## config.mk

```make
export PLATFORM = sky130hd
export DESIGN_NAME = bus_master_if
export DESIGN_NICKNAME = d
export VERILOG_FILES = /design/src/rtl/bus_master_if_pkg.sv /design/src/rtl/bus_master_if_addr_dec.sv /design/src/rtl/bus_master_if.sv
export SDC_FILE = /design/constraint.sdc
export NUM_CORES = 1
export LEC_CHECK = 0
export ABC_AREA = 0
export BUFFER_PORTS_ARGS = -buffer_cell sky130_fd_sc_hd__buf_2
export CELL_PAD_IN_SITES_DETAIL_PLACEMENT = 1
export CELL_PAD_IN_SITES_GLOBAL_PLACEMENT = 2
export CORE_MARGIN = 2
export CORE_UTILIZATION = 25
export DETAILED_ROUTE_END_ITERATION = 10
export PLACE_DENSITY = 0.71
export SLEW_MARGIN = 20
export SYNTH_ARGS = -nofsm -noshare
export SYNTH_HDL_FRONTEND = slang
export SYNTH_SLANG_ARGS = --single-unit
```

## constraint.sdc

```tcl
create_clock -name clk -period 5.5 [get_ports clk]
set_clock_uncertainty 0.2 [all_clocks]
set_input_delay 0.825 -clock clk [delete_from_list [all_inputs] [get_ports clk]]
set_output_delay 0.825 -clock clk [all_outputs]
set_load 0.1 [all_outputs]
```

## src/rtl/bus_master_if_pkg.sv

```systemverilog
// Shared bus definitions for the master-side bus interface and its address decoder.
package bus_master_if_pkg;

    localparam int   DATA_WIDTH      = 32;
    localparam int   BUS_SLAVE_IDX_W = 3;
    localparam int   NUM_SLAVES      = 1 << BUS_SLAVE_IDX_W;

    localparam logic CS_ENABLE  = 1'b1;
    localparam logic CS_DISABLE = 1'b0;
    localparam logic HIGH       = 1'b1;
    localparam logic LOW        = 1'b0;
    localparam logic BUS_READ   = 1'b1;

endpackage

```

## src/rtl/bus_master_if_addr_dec.sv

```systemverilog
// Slave index to one-hot chip-select decoder; all selects idle when not enabled.
module bus_addr_dec
    import bus_master_if_pkg::*;
(
    input  logic [BUS_SLAVE_IDX_W-1:0] idx_i,
    input  logic                       en_i,
    output logic [NUM_SLAVES-1:0]      cs_o
);

    for (genvar g = 0; g < NUM_SLAVES; g++) begin : g_cs
        assign cs_o[g] = (en_i && (idx_i == BUS_SLAVE_IDX_W'(g))) ? CS_ENABLE : CS_DISABLE;
    end

endmodule

```

## src/rtl/bus_master_if.sv

```systemverilog
// Master-side bus interface: arbitrates for the slave bus, strobes one access per CPU
// load/store and returns read data, or an error pulse if the slave never answers.
module bus_master_if
    import bus_master_if_pkg::*;
#(
    parameter int ADDR_W  = 30,
    parameter int DATA_W  = DATA_WIDTH,
    parameter int TIMEOUT = 64
) (
    input  logic                  clk,
    input  logic                  reset_,
    input  logic                  cpu_req,
    input  logic                  cpu_rw,
    input  logic [ADDR_W-1:0]     cpu_addr,
    input  logic [DATA_W-1:0]     cpu_wr_data,
    output logic [DATA_W-1:0]     cpu_rd_data,
    output logic                  cpu_busy,
    output logic                  cpu_err,
    output logic                  bus_req,
    input  logic                  bus_grnt,
    output logic                  bus_as_,
    output logic                  bus_rw,
    output logic [ADDR_W-1:0]     bus_addr,
    output logic [DATA_W-1:0]     bus_wr_data,
    output logic [NUM_SLAVES-1:0] s_cs,
    input  logic [DATA_W-1:0]     s_rd_data,
    input  logic                  s_ready
);

    localparam logic [1:0] S_IDLE   = 2'd0;
    localparam logic [1:0] S_REQ    = 2'd1;
    localparam logic [1:0] S_ACCESS = 2'd2;
    localparam logic [1:0] S_WAIT   = 2'd3;

    localparam int               CNT_W    = $clog2(TIMEOUT);
    localparam logic [CNT_W-1:0] CNT_LAST = CNT_W'(TIMEOUT - 1);

    logic [1:0]        state_q, state_d;
    logic [CNT_W-1:0]  cnt_q, cnt_d;
    logic              rw_q, rw_d;
    logic [ADDR_W-1:0] addr_q, addr_d;
    logic [DATA_W-1:0] wd_q, wd_d;
    logic [DATA_W-1:0] rd_q, rd_d;
    logic              err_q, err_d;
    logic              done;

    always_comb begin
        state_d = state_q;
        cnt_d   = cnt_q;
        rw_d    = rw_q;
        addr_d  = addr_q;
        wd_d    = wd_q;
        rd_d    = rd_q;
        err_d   = 1'b0;
        done    = 1'b0;
        case (state_q)
            S_IDLE: begin
                cnt_d = '0;
                if (cpu_req) begin
                    state_d = S_REQ;
                    rw_d    = cpu_rw;
                    addr_d  = cpu_addr;
                    wd_d    = cpu_wr_data;
                end
            end
            S_REQ: begin
                if (bus_grnt) begin
                    state_d = S_ACCESS;
                    cnt_d   = '0;
                end
            end
            S_ACCESS, S_WAIT: begin
                // Ready is tested first so a reply on the last allowed cycle still completes.
                if (s_ready) begin
                    done = 1'b1;
                    if (rw_q == BUS_READ) rd_d = s_rd_data;
                end else if (cnt_q == CNT_LAST) begin
                    done  = 1'b1;
                    err_d = 1'b1;
                end else begin
                    state_d = S_WAIT;
                    cnt_d   = cnt_q + 1'b1;
                end
            end
            default: state_d = S_IDLE;
        endcase
        // Bus outputs return to their idle values whenever a transfer ends.
        if (done) begin
            state_d = S_IDLE;
            cnt_d   = '0;
            rw_d    = BUS_READ;
            addr_d  = '0;
            wd_d    = '0;
        end
    end

    always_ff @(posedge clk or negedge reset_) begin
        if (!reset_) begin
            state_q <= S_IDLE;
            cnt_q   <= '0;
            rw_q    <= BUS_READ;
            addr_q  <= '0;
            wd_q    <= '0;
            rd_q    <= '0;
            err_q   <= 1'b0;
        end else begin
            state_q <= state_d;
            cnt_q   <= cnt_d;
            rw_q    <= rw_d;
            addr_q  <= addr_d;
            wd_q    <= wd_d;
            rd_q    <= rd_d;
            err_q   <= err_d;
        end
    end

    assign cpu_busy    = (state_q != S_IDLE);
    assign cpu_err     = err_q;
    assign cpu_rd_data = rd_q;
    assign bus_req     = cpu_busy ? HIGH : LOW;
    assign bus_as_     = (state_q == S_ACCESS) ? LOW : HIGH;
    assign bus_rw      = rw_q;
    assign bus_addr    = addr_q;
    assign bus_wr_data = wd_q;

    bus_addr_dec u_dec (
        .idx_i (addr_q[ADDR_W-1 -: BUS_SLAVE_IDX_W]),
        .en_i  ((state_q == S_ACCESS) || (state_q == S_WAIT)),
        .cs_o  (s_cs)
    );

endmodule

```

; ---- Yosys cells after proc, flatten, opt, wreduce, memory -nomap -nowiden
; Cells that the tools add are included.
[word_totals]
output_inout_bits = 107
elab_cells = 77
register_bits = 104
input_bits = 100
[op_classes]
mux = 35
n_reduce_logical = 19
eq_ne = 15
addsub = 1
[ops]
columns = cell, n
row1 = $mux 32, 3
row2 = $mux 30, 3
row3 = $mux 6, 4
row4 = $mux 1, 18
row5 = $pmux 6 s3, 1
row6 = $eq 3x3->1 const B, 4
row7 = $ne 3x3->1 const B, 4
row8 = $mux 2, 5
row9 = $logic_and 1x1->1, 8
row10 = $add 6x1->6 const B, 1
row11 = $eq 3x2->1 const B, 2
row12 = $eq 6x6->1 const B, 1
row13 = $pmux 2 s3, 1
row14 = $reduce_and 3->1, 2
row15 = $reduce_bool 2->1, 3
row16 = $eq 2x2->1 const B, 2
row17 = $reduce_and 4->1, 1
row18 = $eq 3x1->1 const B, 1
row19 = $logic_not 3->1, 1
row20 = $eq 2x1->1 const B, 1
row21 = $logic_not 2->1, 1
row22 = $reduce_and 2->1, 1
row23 = $reduce_or 2->1, 1
row24 = $logic_or 1x1->1, 1

; ---- Longest topological paths before layout
; Gate-level depths: netlist of the first run.
[depth]
depth_word = 6
mapped_depth = 6
ltp_nobuf = 4

; ---- By module
; Synthesis of the first run repeated with hierarchy kept, for this count alone.
[unflattened]
hier_cells = 333
hier_area_um2 = 4727.0
[by_module_without_submodules]
columns = mod, seq_area_each_um2, area_per_inst_um2, instances, cells_per_inst
row1 = bus_master_if, 2603.7, 4631.9, 1, 325
row2 = bus_addr_dec, 0.0, 95.1, 1, 8

; ---- Worst setup path after synthesis of the first run
; OpenSTA, ideal clock, no wires.
[synth_path]
path_type = register to output
startpoint = register addr_q[28], in the netlist bus_addr[28]
endpoint = output s_cs[2]
t_required_ns = 4.475
path_slack_ns = 1.252
stages_incl_launch_ff = 3
arrival_ns = 3.223
path_buffers = 0
cell_sequence = dfrtp_1 nand2_1 nor3_1
[synth_between]
elab_chain_len = 3
[synth_rtl]
columns = item, line
row1 = from (decl), bus_master_if.sv:41  ; logic [ADDR_W-1:0] addr_q, addr_d;
row2 = from (signal assigned), bus_master_if.sv:110  ; addr_q <= addr_d;
row3 = $eq 3x2->1, bus_master_if_addr_dec.sv:11  ; assign cs_o[g] = (en_i && (idx_i == BUS_SLAVE_IDX_W'(g))) ? CS_ENABLE : CS_DISABLE;
row4 = $logic_and 1x1->1, bus_master_if_addr_dec.sv:11
row5 = $mux 1, bus_master_if_addr_dec.sv:11
row6 = to (decl), bus_master_if.sv:25  ; output logic [NUM_SLAVES-1:0] s_cs,
; No other way between the ends.

; ---- Worst setup path after layout of the first run
[layout_path]
startpoint = register state_q[1]
endpoint = output bus_as_
[layout_between]
elab_chain_len = 2
[layout_rtl]
columns = item, line
row1 = from (decl), bus_master_if.sv:38  ; logic [1:0] state_q, state_d;
row2 = from (signal assigned), bus_master_if.sv:107  ; state_q <= state_d;
row3 = $eq 2x2->1, bus_master_if.sv:121  ; assign bus_as_ = (state_q == S_ACCESS) ? LOW : HIGH;
row4 = $mux 1, bus_master_if.sv:121
row5 = to (decl), bus_master_if.sv:21  ; output logic bus_as_,
; No other way between the ends.

==> impl_metrics.toml, run 1 <==
[sta]
period_share_pct = 51.0
worst_pin_slew_ns = 0.787
fin_setup_tns_ns = 0
hold_ws_ns = 0.303
fmax_mhz = 356
relSlewSlack_pct = 47.5
hold_violations = 0
slew_violations = 0
setup_violations = 0
setup_ws_ns = 2.69
fin_crit_ns = 2.81
rsz0062_at_grt = "false"

[setup_path]
crit_chain = "buf_4 -> nand2b_1 -> buf_2"
max_stage_delay_ns = 0.63
required_ns = 4.47
startpoint = "state_q[1]"
worstReg2RegStart = "state_q[1]"
slowest_stage = "buf_4"
start_kind = "flop"
critPathKind = "flop to output port"
r2r_cells = 5
reg2reg_to = "bus_wr_data[0]"
worst_ep_arrival_time_ns = 1.78
cp_max_fo = 71
crit_path_end_kind = "output port"
ff2ff_setup_slack_ns = 3.06

[cells_and_area]
drive_above_1_share_pct = 49.4
final_nets = 634
areaGrowthSynthToFinish_pct = 33.3
antenna_cells = 0

[synthesis]
netlist_instances = 337
synth_area_um2 = 4420
seq_area_frac_synth_pct = 59.0
syn_nets = 438
synth_cell_type_count = 33
synth_area_leader_cell = "dfrtp_1"
synthTopCellsByArea = "dfrtp_1 (58%), mux2i_1 (14%), mux2_2 (8.2%), a21oi_1 (7.0%), buf_8 (2.0%)"
yosys_register_bits = 104
avgSynthCellArea_um2 = 13.1
synth_top_area_share_pct = 58.4
synth_warnings = 0

[clocking]
clk_pin_slew_ns = 0.07
ctsResizeCount = 0
cts_made_buffers = 9
clock_sinks = 104
cts_buffer_depth = 2
cts_tree = "done"
cts_setup_buffers = 0
clk_latency_ns = 0.35
cts_root_buf = "clkbuf_16"
holdBufCountCts = 0
cts.htree.levels = 3

[routing]
ant_nets = 0
vias = 3381
firstDrtPassIters = 4
routedWlPerCell_um = 15.9
via_per_inst = 4.43
drtIter0Drc = 84
drc = 0
routed_wl_um = 12100

[min_path]
min_from = "cpu_rd_data[17]"
min_path_cells = 1
hold_class = "flop to flop"
hold-path-endpoint = "cpu_rd_data[17]"

[placed_design]
place_ws_ns = 3.03
io_buffers = 206
dp_hpwl_um = 8620
routabilityCongestion = 0.703

[grt]
grt_util_all_layers_pct = 12.9
grt_pass1_vias = 3656
antenna_found_initial = 0
grt_first_pass_wirelength_um = 18700
grt-ovfl-total = 0
grt_start_max_net_pins = 72

[floorplan]
dieArea_um2 = 18700
die_w_um = 137
core_um2 = 17300
io_pins = 207
die_y_um = 137
core.rowCount = 48
initial_utilization_pct = 25.5

[run]
maxCapViolCount = 0

[outcome]
status = "finished clean"
## logic make-up (layout without fill, tap and decap cells)
| group | count (synthesis) | in the layout | share of synthesized area, % |
|---|---|---|---|
| compound gates | 74 | 74 | 9.09 |
| fa+ha+maj | 1 | 1 | 0.283 |
| buf+inv | 27 | 228 | 4.53 |
| flops | 104 | 104 | 59.0 |
| mux | 94 | 94 | 22.2 |
| simple gates | 37 | 37 | 4.93 |
## metal layers
layer	part of all wire [%]	wire length [µm]	track usage [%]	up-vias
met5	0	0	0	-
met4	1.8	212	5.73	0
met3	7.9	954	3.48	14
met2	47	5700	21.5	137
met1	43	5250	15.5	1639
li1	-	-	-	1591
## state kept, by name (all words and copies together), names as in the netlist
name / cells
bus_wr_data: 32
cnt_q: 6
bus_rw: 1
state_q: 2
bus_addr: 30
cpu_err: 1
cpu_rd_data: 32
## Yosys cell counts, drive strengths merged
| cell type | n |
|---|---|
| a21o | 2 |
| a21oi | 62 |
| a221o | 1 |
| a22o | 1 |
| a22oi | 2 |
| a32o | 2 |
| and4 | 1 |
| buf | 19 |
| clkbuf | 7 |
| dfrtp | 103 |
| dfstp | 1 |
| ha | 1 |
| inv | 1 |
| mux2 | 32 |
| mux2i | 62 |
| nand2 | 6 |
| nand2b | 5 |
| nand3 | 5 |
| nand3b | 1 |
| nor2 | 7 |
| nor2b | 3 |
| nor3 | 2 |
| nor3b | 2 |
| o21ai | 3 |
| o31ai | 1 |
| or2 | 1 |
| or3 | 1 |
| or3b | 1 |
| or4 | 2 |
## cells in the final DEF (no fill, tap or decap), types with 2 or more instances in the layout
master / synthesis / layout
buf_2: 10 / 205
dfrtp_1: 103 / 102
mux2i_1: 62 / 62
a21oi_1: 62 / 62
mux2_2: 32 / 32
clkbuf_16: 0 / 9
nor2_1: 7 / 7
nand2_1: 6 / 6
buf_4: 1 / 6
nand2b_1: 5 / 5
nand3_1: 5 / 5
nor2b_1: 3 / 3
o21ai_0: 3 / 3
nor3_1: 2 / 2
or4_1: 2 / 2
a22oi_1: 2 / 2
a32o_1: 2 / 2
clkinvlp_4: 0 / 2
inv_6: 0 / 2
clkinv_4: 0 / 2
## metrics by stage
stage               cell area [µm²]  util, %  cells
floorplan                      4420        -    337
global placement               5580     32.2    747
detailed placement             5580     32.3    747
CTS                            5890     34.0    763
global route                   5890     34.0    763
finish                         5890     34.0    763
## critical path: cells and delay by family (launching register included)
family | cells | cell delay (ns)
buffers and inverters | 2 | 0.95
flip-flops | 1 | 0.38
AND/OR/NAND/NOR | 1 | 0.10
## worst max-delay path by stage
stage / to / cells past startpoint
floorplan: s_cs[2] / 2
finish: bus_as_ / 3
global route: bus_as_ / 3
detailed placement: bus_wr_data[0] / 5
global placement: bus_rw / 3
CTS: bus_as_ / 3
## area by class of cell
| type | count | area [µm²] |
|---|---|---|
| Multi-Input combinational cell | 206 | 1620 |
| Fill cell | 1985 | 11400 |
| Clock buffer | 9 | 225 |
| Inverter | 1 | 3.75 |
| Tap cell | 225 | 282 |
| Timing Repair Buffer | 211 | 1070 |
| Sequential cell | 104 | 2610 |
| Clock inverter | 7 | 80.1 |
Power of run 1 is left out: the tool's default activity adds up to more than one toggle a clock period on the data nets, which glitch-free logic cannot reach.
==> run 2, diff against run 1 <==
==> constraint.sdc (replaced) <==
create_clock -name clk -period 2.7 [get_ports clk]
set_clock_uncertainty 0.2 [all_clocks]
set_input_delay 0.405 -clock clk [delete_from_list [all_inputs] [get_ports clk]]
set_output_delay 0.405 -clock clk [all_outputs]
set_load 0.1 [all_outputs]
==> impl_metrics.toml, run 2 (same netlist as run 1, synthesis figures left out) <==
[outcome]
status = "finished clean"

[clocking]
clk_pin_slew_ns = 0.07
cts_made_buffers = 9
clk_latency_ns = 0.34
cts_tree = "done"
cts.htree.levels = 3
cts_root_buf = "clkbuf_16"
cts_buffer_depth = 2
clock_sinks = 104

[grt]
grt.met2_usage_pct = 21.0
grt_first_pass_wirelength_um = 19300
grt_pass1_vias = 3682
busiest_layer = "met2"
grt_use_met3_pct = 4.30
grt_util_all_layers_pct = 13.1
antenna_found_initial = 1
grt_use_met1_pct = 16.3
grt_start_max_net_pins = 56
grt-ovfl-total = 0

[sta]
setup_violations = 0
worst_pin_slew_ns = 0.532
hold_violations = 0
hold_ws_ns = 0.0915
slew_violations = 0
fmax_mhz = 435
fin_setup_tns_ns = 0
relSlewSlack_pct = 64.6
fin_crit_ns = 2.30
rsz0062_at_grt = "false"
period_share_pct = 85.1

[setup_path]
cp_max_fo = 16
crit_family = "flip-flops"
r2r_cells = 4
crit_chain = "nand2b_1 -> nor3_2 -> buf_2"
required_ns = 2.10
worstReg2RegStart = "state_q[1]"
critPathKind = "flop to output port"
start_kind = "flop"
worst_ep_arrival_time_ns = 1.69
critPathBufInv = 1
ff2ff_setup_slack_ns = 0.71
slowest_stage = "dfrtp_2"
reg2reg_to = "cpu_rd_data[24]"
crit_path_end_kind = "output port"
max_stage_delay_ns = 0.56

[cells_and_area]
areaGrowthSynthToFinish_pct = 34.5
multi_input_area_um2 = 1630
ff_latch_area_um2 = 2610
finalNonFillerCells = 766
fillers = 1962
final_common_cell = "buf_2"
final_nets = 639
antenna_cells = 0
fin_area_um2 = 5940
layout_common_cells = "buf_2 (205), dfrtp_1 (102), mux2i_1 (62), a21oi_1 (62), mux2_2 (32)"
drive_above_1_share_pct = 50.1

[routing]
drtIter0Drc = 74
routedWlPerCell_um = 15.8
via_per_inst = 4.52
drc = 0
firstDrtPassIters = 4
routed_wl_um = 12100
vias = 3462
ant_nets = 0

[placed_design]
io_buffers = 206
place_area_um2 = 5650
dp_hpwl_um = 9020
routabilityCongestion = 0.692
dp_cells = 751

[floorplan]
core_um2 = 17300
die_y_um = 137
die_w_um = 137
initial_utilization_pct = 25.5
io_pins = 207
core.rowCount = 48
dieArea_um2 = 18700

[min_path]
hold-path-endpoint = "cpu_rd_data[4]"
min_path_cells = 2
hold_class = "primary input to flop"
min_from = "s_rd_data[4]"

[run]
maxCapViolCount = 0
## run 2: changes by cell type in the layout (fill, tap and decap cells not counted), sizes merged
cell	change
clkinvlp	-2
clkbuf	+2
inv	-2
buf	+4
dlygate4sd3	+1
## run 2: area by class of cell
class / count / share of cell area (%)
Clock buffer: 11 / 4.09
Multi-Input combinational cell: 206 / 27.4
Sequential cell: 104 / 43.8
Tap cell: 225 / 4.74
Timing Repair Buffer: 216 / 19.1
Inverter: 1 / 0.0632
Clock inverter: 3 / 0.737
## run 2: worst max-delay path by stage
stage	end	cells after the start	startpoint	slack, ns
after global placement	cpu_rd_data[25]	4	state_q[1]	0.74
after CTS	s_cs[0]	3	state_q[1]	0.36
final	s_cs[0]	3	state_q[1]	0.40
after detailed placement	cpu_rd_data[3]	4	state_q[1]	0.69
after floorplan	s_cs[3]	2	bus_addr[28]	-0.39
after global routing	s_cs[0]	3	state_q[1]	0.29
## run 2: repair_timing
item                      in CTS  in global routing
buffers inserted               0                  0
hold endpoints to repair      37                  0
hold buffers                   1                  0
gates resized for setup        0                  0
## run 2: metal layers
layer | up-vias | part of all wire (%)
li1 | 1600 | -
met1 | 1700 | 42
met2 | 140 | 48
met3 | 20 | 9.1
met4 | 2 | 1.7
met5 | - | 0.13
## run 2: metrics by stage
step | utilization, % | setup WS (ns)
global route | 34.4 | 0.290
global placement | 32.6 | 0.743
floorplan | - | -0.388
finish | 34.4 | 0.401
CTS | 34.4 | 0.361
detailed placement | 32.6 | 0.694
Power of run 2 is left out for the same reason.
==> run 3, diff against run 2 <==
--- a/config.mk
+++ b/config.mk
@@ -7,12 +7,10 @@
 export LEC_CHECK = 0
 export ABC_AREA = 0
 export BUFFER_PORTS_ARGS = -buffer_cell sky130_fd_sc_hd__buf_2
-export CELL_PAD_IN_SITES_DETAIL_PLACEMENT = 1
-export CELL_PAD_IN_SITES_GLOBAL_PLACEMENT = 2
 export CORE_MARGIN = 2
 export CORE_UTILIZATION = 25
 export DETAILED_ROUTE_END_ITERATION = 10
-export PLACE_DENSITY = 0.71
+export PLACE_DENSITY = 0.48
 export SLEW_MARGIN = 20
 export SYNTH_ARGS = -nofsm -noshare
 export SYNTH_HDL_FRONTEND = slang
==> impl_metrics.toml, run 3 (same netlist as run 1, synthesis figures left out) <==
[routing]
drtIter0Drc = 117
wl_met1_um = 4750
highest_layer = "met4"
routed_wl_um = 11500
vias = 3400
dr_wl_met3_um = 1050
routedWlPerCell_um = 15.1
firstDrtPassIters = 4
drc = 0
via_per_inst = 4.44
ant_nets = 0
wl_met2_um = 5610

[cells_and_area]
layout_common_cells = "buf_2 (205), dfrtp_1 (102), mux2i_1 (62), a21oi_1 (62), mux2_2 (32)"
final_util_pct = 34.5
drive_above_1_share_pct = 50.2
final_common_cell = "buf_2"
final_nets = 638
antenna_cells = 0
areaGrowthSynthToFinish_pct = 35.2

[setup_path]
reg2reg_to = "bus_addr[0]"
start_kind = "flop"
critPathBufInv = 1
crit_path_end_kind = "output port"
ff2ff_setup_slack_ns = 0.63
worst_ep_arrival_time_ns = 1.62
cp_max_fo = 4
crit_family = "buffers and inverters"
crit_path_end = "s_cs[0]"
r2r_cells = 5
worstReg2RegStart = "cnt_q[0]"
slowest_stage = "buf_2"
critPathKind = "flop to output port"
crit_chain = "nand2b_1 -> nor3_2 -> buf_2"
max_stage_delay_ns = 0.45
required_ns = 2.10
path_depth = 3
startpoint = "bus_addr[28]"

[sta]
fmax_mhz = 448
period_share_pct = 82.6
hold_violations = 0
worst_pin_slew_ns = 0.520
hold_ws_ns = 0.0858
fin_crit_ns = 2.23
relSlewSlack_pct = 65.3
rsz0062_at_grt = "false"
setup_violations = 0
slew_violations = 0

[placed_design]
routabilityCongestion = 0.737
dp_hpwl_um = 8570
io_buffers = 206

[floorplan]
core.rowCount = 48
die_w_um = 137
core_um2 = 17300
die_y_um = 137
dieArea_um2 = 18700
initial_utilization_pct = 25.5
io_pins = 207

[clocking]
clk_latency_ns = 0.34
clk_pin_slew_ns = 0.07
cts_buffer_depth = 2
holdBufCountCts = 1
cts_setup_buffers = 0
ctsResizeCount = 0
cts_tree = "done"
cts.htree.levels = 3
clock_sinks = 104
cts_made_buffers = 9
cts_root_buf = "clkbuf_16"

[grt]
antenna_found_initial = 0
grt_pass1_vias = 3554
grt_first_pass_wirelength_um = 18200
grt_start_max_net_pins = 53
grt-ovfl-total = 0
grt_util_all_layers_pct = 12.6

[min_path]
hold_class = "primary input to flop"

[outcome]
status = "finished clean"

[run]
maxCapViolCount = 0
run 3: cell types whose count changed in the layout (fill, tap and decap cells not counted), sizes merged:
cell	previous run	this run
bufinv	1	2
clkbuf	11	10
buf	215	214
run 3: layer usage:
layer / GRT usage (%) / vias to the layer above
li1: - / 1608
met5: 0 / -
met3: 5.67 / 11
met1: 15.0 / 1649
met2: 20.8 / 132
met4: 3.49 / 0
run 3: area by class of cell:
type	count	area [µm²]
Sequential cell	104	2610
Inverter	1	3.75
Clock buffer	10	239
Tap cell	225	282
Timing Repair Buffer	215	1140
Fill cell	1756	11300
Clock inverter	4	70.1
Multi-Input combinational cell	206	1630
run 3: worst min-delay path by stage:
stage / cells past startpoint / start / slack [ns] / end
2_1_floorplan: 0 / reset_ / -0.09 / bus_addr[0]
3_3_place_gp: 1 / reset_ / 0.16 / cpu_rd_data[22]
3_5_place_dp: 1 / reset_ / 0.17 / cpu_rd_data[22]
4_1_cts: 2 / s_rd_data[26] / 0.06 / cpu_rd_data[26]
5_1_grt: 2 / s_rd_data[0] / 0.06 / cpu_rd_data[0]
6_report: 2 / s_rd_data[26] / 0.09 / cpu_rd_data[26]
run 3: metrics by stage:
| stage | cell area [µm²] | instances | TNS (ns) | setup WS (ns) |
|---|---|---|---|---|
| global placement | 5650 | 750 | 0 | 0.727 |
| global route | 5970 | 765 | 0 | 0.397 |
| finish | 5970 | 765 | 0 | 0.470 |
| CTS | 5970 | 765 | 0 | 0.462 |
| detailed placement | 5650 | 750 | 0 | 0.658 |
| floorplan | 4430 | 337 | -2.00 | -0.388 |
Power of run 3 is left out for the same reason.
